File: src/rtl/hssl_cfg_pkt_rx.sv
// HSSL packet receiver ahead of the register bank: turns configuration packets into
// register writes and passes all other packets downstream through a 2-entry FIFO.
module hssl_cfg_pkt_rx #(
    parameter int unsigned ADR_BITS = 8,
    parameter logic [31:0] CFG_KEY  = 32'hffff_fe00,
    parameter logic [31:0] CFG_MSK  = 32'hffff_ff00
) (
    input  logic                clk,
    input  logic                reset,

    input  logic [31:0]         pkt_key_in,
    input  logic [31:0]         pkt_data_in,
    input  logic                pkt_pld_in,
    input  logic                pkt_vld_in,
    output logic                pkt_rdy_out,

    output logic [31:0]         fwd_key_out,
    output logic [31:0]         fwd_data_out,
    output logic                fwd_pld_out,
    output logic                fwd_vld_out,
    input  logic                fwd_rdy_in,

    output logic [ADR_BITS-1:0] prx_addr_out,
    output logic [31:0]         prx_wdata_out,
    output logic                prx_en_out,

    output logic                cfg_wr_cnt_out,
    output logic                cfg_err_cnt_out,
    output logic                fwd_cnt_out
);

    localparam int unsigned CNT_W = 2;

    logic             cfg_c;
    logic             in_xfer_c;
    logic             push_c;
    logic             pop_c;
    logic [CNT_W-1:0] count_q;
    logic [CNT_W-1:0] count_nxt_c;

    logic [31:0]      tail_key_q;
    logic [31:0]      tail_data_q;
    logic             tail_pld_q;

    // Classification and FIFO occupancy update.
    always_comb begin
        cfg_c       = ((pkt_key_in & CFG_MSK) == (CFG_KEY & CFG_MSK));
        in_xfer_c   = pkt_vld_in && pkt_rdy_out;
        push_c      = in_xfer_c && !cfg_c;
        pop_c       = fwd_vld_out && fwd_rdy_in;
        count_nxt_c = count_q;
        if (push_c && !pop_c) begin
            count_nxt_c = count_q + CNT_W'(1);
        end else if (pop_c && !push_c) begin
            count_nxt_c = count_q - CNT_W'(1);
        end
    end

    always_ff @(posedge clk) begin
        if (reset) begin
            count_q         <= '0;
            pkt_rdy_out     <= 1'b1;
            fwd_key_out     <= '0;
            fwd_data_out    <= '0;
            fwd_pld_out     <= 1'b0;
            fwd_vld_out     <= 1'b0;
            tail_key_q      <= '0;
            tail_data_q     <= '0;
            tail_pld_q      <= 1'b0;
            prx_addr_out    <= '0;
            prx_wdata_out   <= '0;
            prx_en_out      <= 1'b0;
            cfg_wr_cnt_out  <= 1'b0;
            cfg_err_cnt_out <= 1'b0;
            fwd_cnt_out     <= 1'b0;
        end else begin
            count_q     <= count_nxt_c;
            fwd_vld_out <= (count_nxt_c != CNT_W'(0));
            pkt_rdy_out <= (count_nxt_c != CNT_W'(2));

            // Head loads from the input when it is (or is about to be) the only entry.
            if (push_c && ((count_q == CNT_W'(0)) || ((count_q == CNT_W'(1)) && pop_c))) begin
                fwd_key_out  <= pkt_key_in;
                fwd_data_out <= pkt_data_in;
                fwd_pld_out  <= pkt_pld_in;
            end else if (pop_c && (count_q == CNT_W'(2))) begin
                fwd_key_out  <= tail_key_q;
                fwd_data_out <= tail_data_q;
                fwd_pld_out  <= tail_pld_q;
            end

            if (push_c && !pop_c && (count_q == CNT_W'(1))) begin
                tail_key_q  <= pkt_key_in;
                tail_data_q <= pkt_data_in;
                tail_pld_q  <= pkt_pld_in;
            end

            prx_en_out      <= in_xfer_c && cfg_c && pkt_pld_in;
            cfg_wr_cnt_out  <= in_xfer_c && cfg_c && pkt_pld_in;
            cfg_err_cnt_out <= in_xfer_c && cfg_c && !pkt_pld_in;
            fwd_cnt_out     <= pop_c;
            if (in_xfer_c && cfg_c && pkt_pld_in) begin
                prx_addr_out  <= pkt_key_in[ADR_BITS-1:0];
                prx_wdata_out <= pkt_data_in;
            end
        end
    end

endmodule

File: config.mk
export PLATFORM = sky130hd
export DESIGN_NAME = hssl_cfg_pkt_rx
export DESIGN_NICKNAME = d
export VERILOG_FILES = /design/src/rtl/hssl_cfg_pkt_rx.sv
export SDC_FILE = /design/constraint.sdc
export NUM_CORES = 1
export LEC_CHECK = 0
export CORE_MARGIN = 4
export CORE_UTILIZATION = 49
export CTS_CLUSTER_SIZE = 40
export DETAILED_ROUTE_END_ITERATION = 7
export PLACE_DENSITY = 0.8
export RECOVER_POWER = 100
export SLEW_MARGIN = 15
export SYNTH_ARGS = -nofsm -noshare
export SYNTH_HDL_FRONTEND = slang
export SYNTH_SLANG_ARGS = --single-unit
File: constraint.sdc
create_clock -name clk -period 2.25 [get_ports clk]
set_input_delay 0.225 -clock clk [delete_from_list [all_inputs] [get_ports clk]]
set_output_delay 0.225 -clock clk [all_outputs]
set_load 0.01 [all_outputs]
==> impl_metrics.csv <==
group,metric,value,unit
logic_synthesis,netlist_instances,805,
sta,skew,8.35,ps
grt,grt_start_max_net_pins,81,
logic_synthesis,synth_nets,877,
clock_network,clock_tree.htree_level_count,4,
cells_and_area,regArea,3540,µm²
clock_network,root_buffer,"sky130_fd_sc_hd__clkbuf_16",
job,timing.max_cap.violations,0,
placement,io_buffers,179,
grt,grt-ovfl-total,0,
placement,dpl.cell_count,1137,
logic_synthesis,yosysTopAreaCell,"sky130_fd_sc_hd__dfxtp_1",
worst_setup_path,r2r_slack,410,ps
die,start_util,0.500,
power_and_ir_drop,pwr-share-comb,0.210,
cells_and_area,layout_common_cells,"sky130_fd_sc_hd__nand2_1 (215), sky130_fd_sc_hd__dfxtp_1 (177), sky130_fd_sc_hd__dlygate4sd3_1 (111)",
min_path,hold_critical_path_endpoint,"tail_key_q[11]",
power_and_ir_drop,clock_network_fraction_of_design_power,0.382,
power_and_ir_drop,netSwitchingFraction,0.264,
clock_network,post_cts_hold_buffer_count,0,
worst_setup_path,crit_type,"in2reg",
grt,global_route_wire_length_before_repair,30.0,mm
sta,setup_viol,0,
detailed_routing,drc_errors,0,
logic_synthesis,yosys_warnings,0,
worst_setup_path,maximum_fanout_along_the_worst_path,7,
worst_setup_path,worstPathRequired,2560,ps
power_and_ir_drop,power_frac_seq,0.408,
clock_network,cts_made_buffers,17,
detailed_routing,detailed_router_s_first_iteration_violation_count,386,
logic_synthesis,synthTopCellsByArea,"sky130_fd_sc_hd__dfxtp_1 (51%), sky130_fd_sc_hd__nand2_1 (12%), sky130_fd_sc_hd__mux2i_1 (9.4%)",
worst_setup_path,worstPathArrival,2350,ps
detailed_routing,vias,6221,
sta,final.hold.worst_slack,262,ps
detailed_routing,antenna_left,0,
logic_synthesis,synth-seq-cells,177,
sta,timing_max_transition_violations_final,0,
worst_setup_path,rr_worst_depth,7,
die,floorplan.io_pins,180,
sta,hold_violation_total_from_the_final_report,0,
cells_and_area,stdcell_count,1169,
clock_network,setup_fix_bufs_post_cts,0,
cells_and_area,total_area_of_multi_input_combinational_cells,3060,µm²
die,fp.coreArea,13900,µm²
cells_and_area,fillerInstances,1117,
sta,max_slew.worst_pin.slew,638,ps
min_path,worst_hold_startpoint,"reset",
logic_synthesis,synth-compound-area-share,0.156,
die,floorplan.die_area,16100,µm²
cells_and_area,antenna_cells_inserted,0,
cells_and_area,area_growth_syn_to_layout,40.6,%
sta,postLayoutSetupSlackWorst,217,ps
logic_synthesis,synth_xor_xnor_area_share,0.00126,
power_and_ir_drop,ir_drop,0.000599,V
detailed_routing,wl_per_cell,15.5,µm
die,dieHeight,127,µm
sta,fin_crit_period,2030,ps
logic_synthesis,synth_area_per_cell,8.62,µm²
clock_network,cts_buffer_depth,2,
power_and_ir_drop,powerDensity,925,nW/µm²
grt,grt_pass1_vias,6164,
power_and_ir_drop,cell_internal_pwr,6640,µW
grt,grt_usage,0.226,
die,die_width,127,µm
logic_synthesis,post_synthesis_share_of_cell_area_spent_on_and_or_nand_and_nor_gates,0.177,
detailed_routing,routed_wirelength,18.2,mm
cells_and_area,drive_above_1_share,0.0799,
placement,place_congestion,0.810,
logic_synthesis,synthMuxAreaShare,0.0987,
grt,antenna_violations_before_repair,0,
worst_setup_path,worst_r2r_endpoint,"fwd_data_out[10]",
worst_setup_path,critical_path.reg2reg.startpoint,"count_q[0]",
logic_synthesis,synth.distinct_cells,33,
clock_network,tritoncts,"built",
clock_network,clock_sink_count,177,
logic_synthesis,synth.top_cell.area_share,0.511,
sta,slew_headroom,0.575,
clock_network,clk_pin_slew_worst_paths,70,ps
power_and_ir_drop,switching_power,2380,µW
logic_synthesis,seq_area_frac_synth,0.511,
sta,period_utilisation_layout,0.904,
logic_synthesis,synth.cell_area,6940,µm²
min_path,min-delay-path-class,"in2reg",
worst_setup_path,end_kind,"flip-flop",
sta,achievable-frequency,0.492,GHz
clock_network,clock_latency,420,ps
power_and_ir_drop,power.leakage,0.00420,µW
placement,dpl_worst_slack,-169,ps
cells_and_area,mostFrequentLayoutCell,"sky130_fd_sc_hd__nand2_1",
logic_synthesis,main_combinational_cell_family_by_area_after_synthesis,"simple AND/OR/NAND/NOR gates",
worst_setup_path,cp-start-kind,"primary input",
sta,grt_setup_unrepaired,"no",
run_status,result_of_the_run,"finished clean",
min_path,hold_depth,2,
cells_and_area,final_nets,1048,
placement,dp_hpwl,12.1,mm
detailed_routing,drtPass1Iterations,4,
detailed_routing,detail_route.vias_per_cell,5.32,
die,rows,43,
clock_network,post_cts_resized,0,
logic_synthesis,synth-adder-area-share,0.00541,
[flip-flops by register name, indices dropped and copies added, names as in the netlist]
signal           flops
fwd_key_out         32
tail_key_q          32
fwd_data_out        32
prx_addr_out         8
tail_pld_q           1
fwd_pld_out          1
prx_wdata_out       32
pkt_rdy_out          1
fwd_vld_out          1
count_q              2
cfg_wr_cnt_out       1
cfg_err_cnt_out      1
tail_data_q         32
fwd_cnt_out          1
[power groups by stage]
stage / combinational [µW] / sequential [µW] / clock (µW)
finish: 1890 / 3670 / 3450
global route: 2080 / 3720 / 3640
CTS: 2010 / 3690 / 3500
detailed placement: 1990 / 3750 / 0
global placement: 1950 / 3740 / 0
floorplan: 925 / 3830 / 0
[cells in the mapped netlist (all sizes together)]
cell / count
clkbuf: 28
nand2b: 1
mux2i: 65
or4: 1
nand3: 2
and4: 1
dfxtp: 177
nor2: 72
nor4b: 1
a311oi: 1
o211a: 1
inv: 2
nand2: 216
o211ai: 1
a21oi: 107
nand4: 6
or2: 1
nor4: 2
nand4b: 1
a211oi: 66
xnor2: 1
buf: 38
and2: 3
mux2: 3
a31oi: 1
or3: 1
ha: 3
nor3: 2
a211o: 1
[metrics by stage]
stage	setup TNS (ps)	power (µW)	cell area (µm²)	utilization
after floorplan	0	4760	6940	-
after global placement	-5060	5690	9080	0.654
after detailed placement	-10340	5740	9080	0.654
after CTS	0	9190	9780	0.704
after global routing	0	9440	9750	0.702
final	0	9010	9750	0.702
[cells by family after synthesis]
logic type,after synthesis
XOR/XNOR,1
buffers and inverters,68
AND/OR/NAND/NOR,310
multiplexers,68
adder cells (fa/ha/maj),3
AO/OA/AOI/OAI,178
flip-flops,177
[cell type report]
class,count,area share
Clock buffer,20,0.0458
Clock inverter,12,0.0259
Inverter,2,0.000770
Multi-Input combinational cell,560,0.313
Sequential cell,177,0.363
Tap cell,180,0.0231
Timing Repair Buffer,218,0.228
[layer usage]
layer | GRT usage | wire length [µm] | vias to the layer above
met5 | 0 | 0 | -
met4 | 0.0744 | 316 | 0
met2 | 0.377 | 8850 | 184
li1 | - | - | 3087
met1 | 0.284 | 7720 | 2924
met3 | 0.0640 | 1270 | 26
[critical path: stages]
cell and delay (ps):
sky130_fd_sc_hd__clkdlybuf4s50_1 480, sky130_fd_sc_hd__nand4_1 170, sky130_fd_sc_hd__clkbuf_4 180, sky130_fd_sc_hd__nor4_1 280
sky130_fd_sc_hd__buf_4 190, sky130_fd_sc_hd__a21oi_1 180, sky130_fd_sc_hd__xnor2_1 290, sky130_fd_sc_hd__mux2_2 360
[how the worst max path moves through the flow]
stage,startpoint,endpoint,slack [ps],cells after the start
after floorplan,pkt_key_in[8],tail_data_q[12],540,7
after detailed placement,pkt_key_in[8],tail_data_q[20],-170,7
final,pkt_key_in[26],count_q[0],220,8
after global routing,pkt_key_in[26],fwd_vld_out,80,9
after CTS,pkt_key_in[8],tail_data_q[20],240,7
after global placement,pkt_key_in[8],tail_key_q[31],-90,7
(Power assumes the default switching activity.)
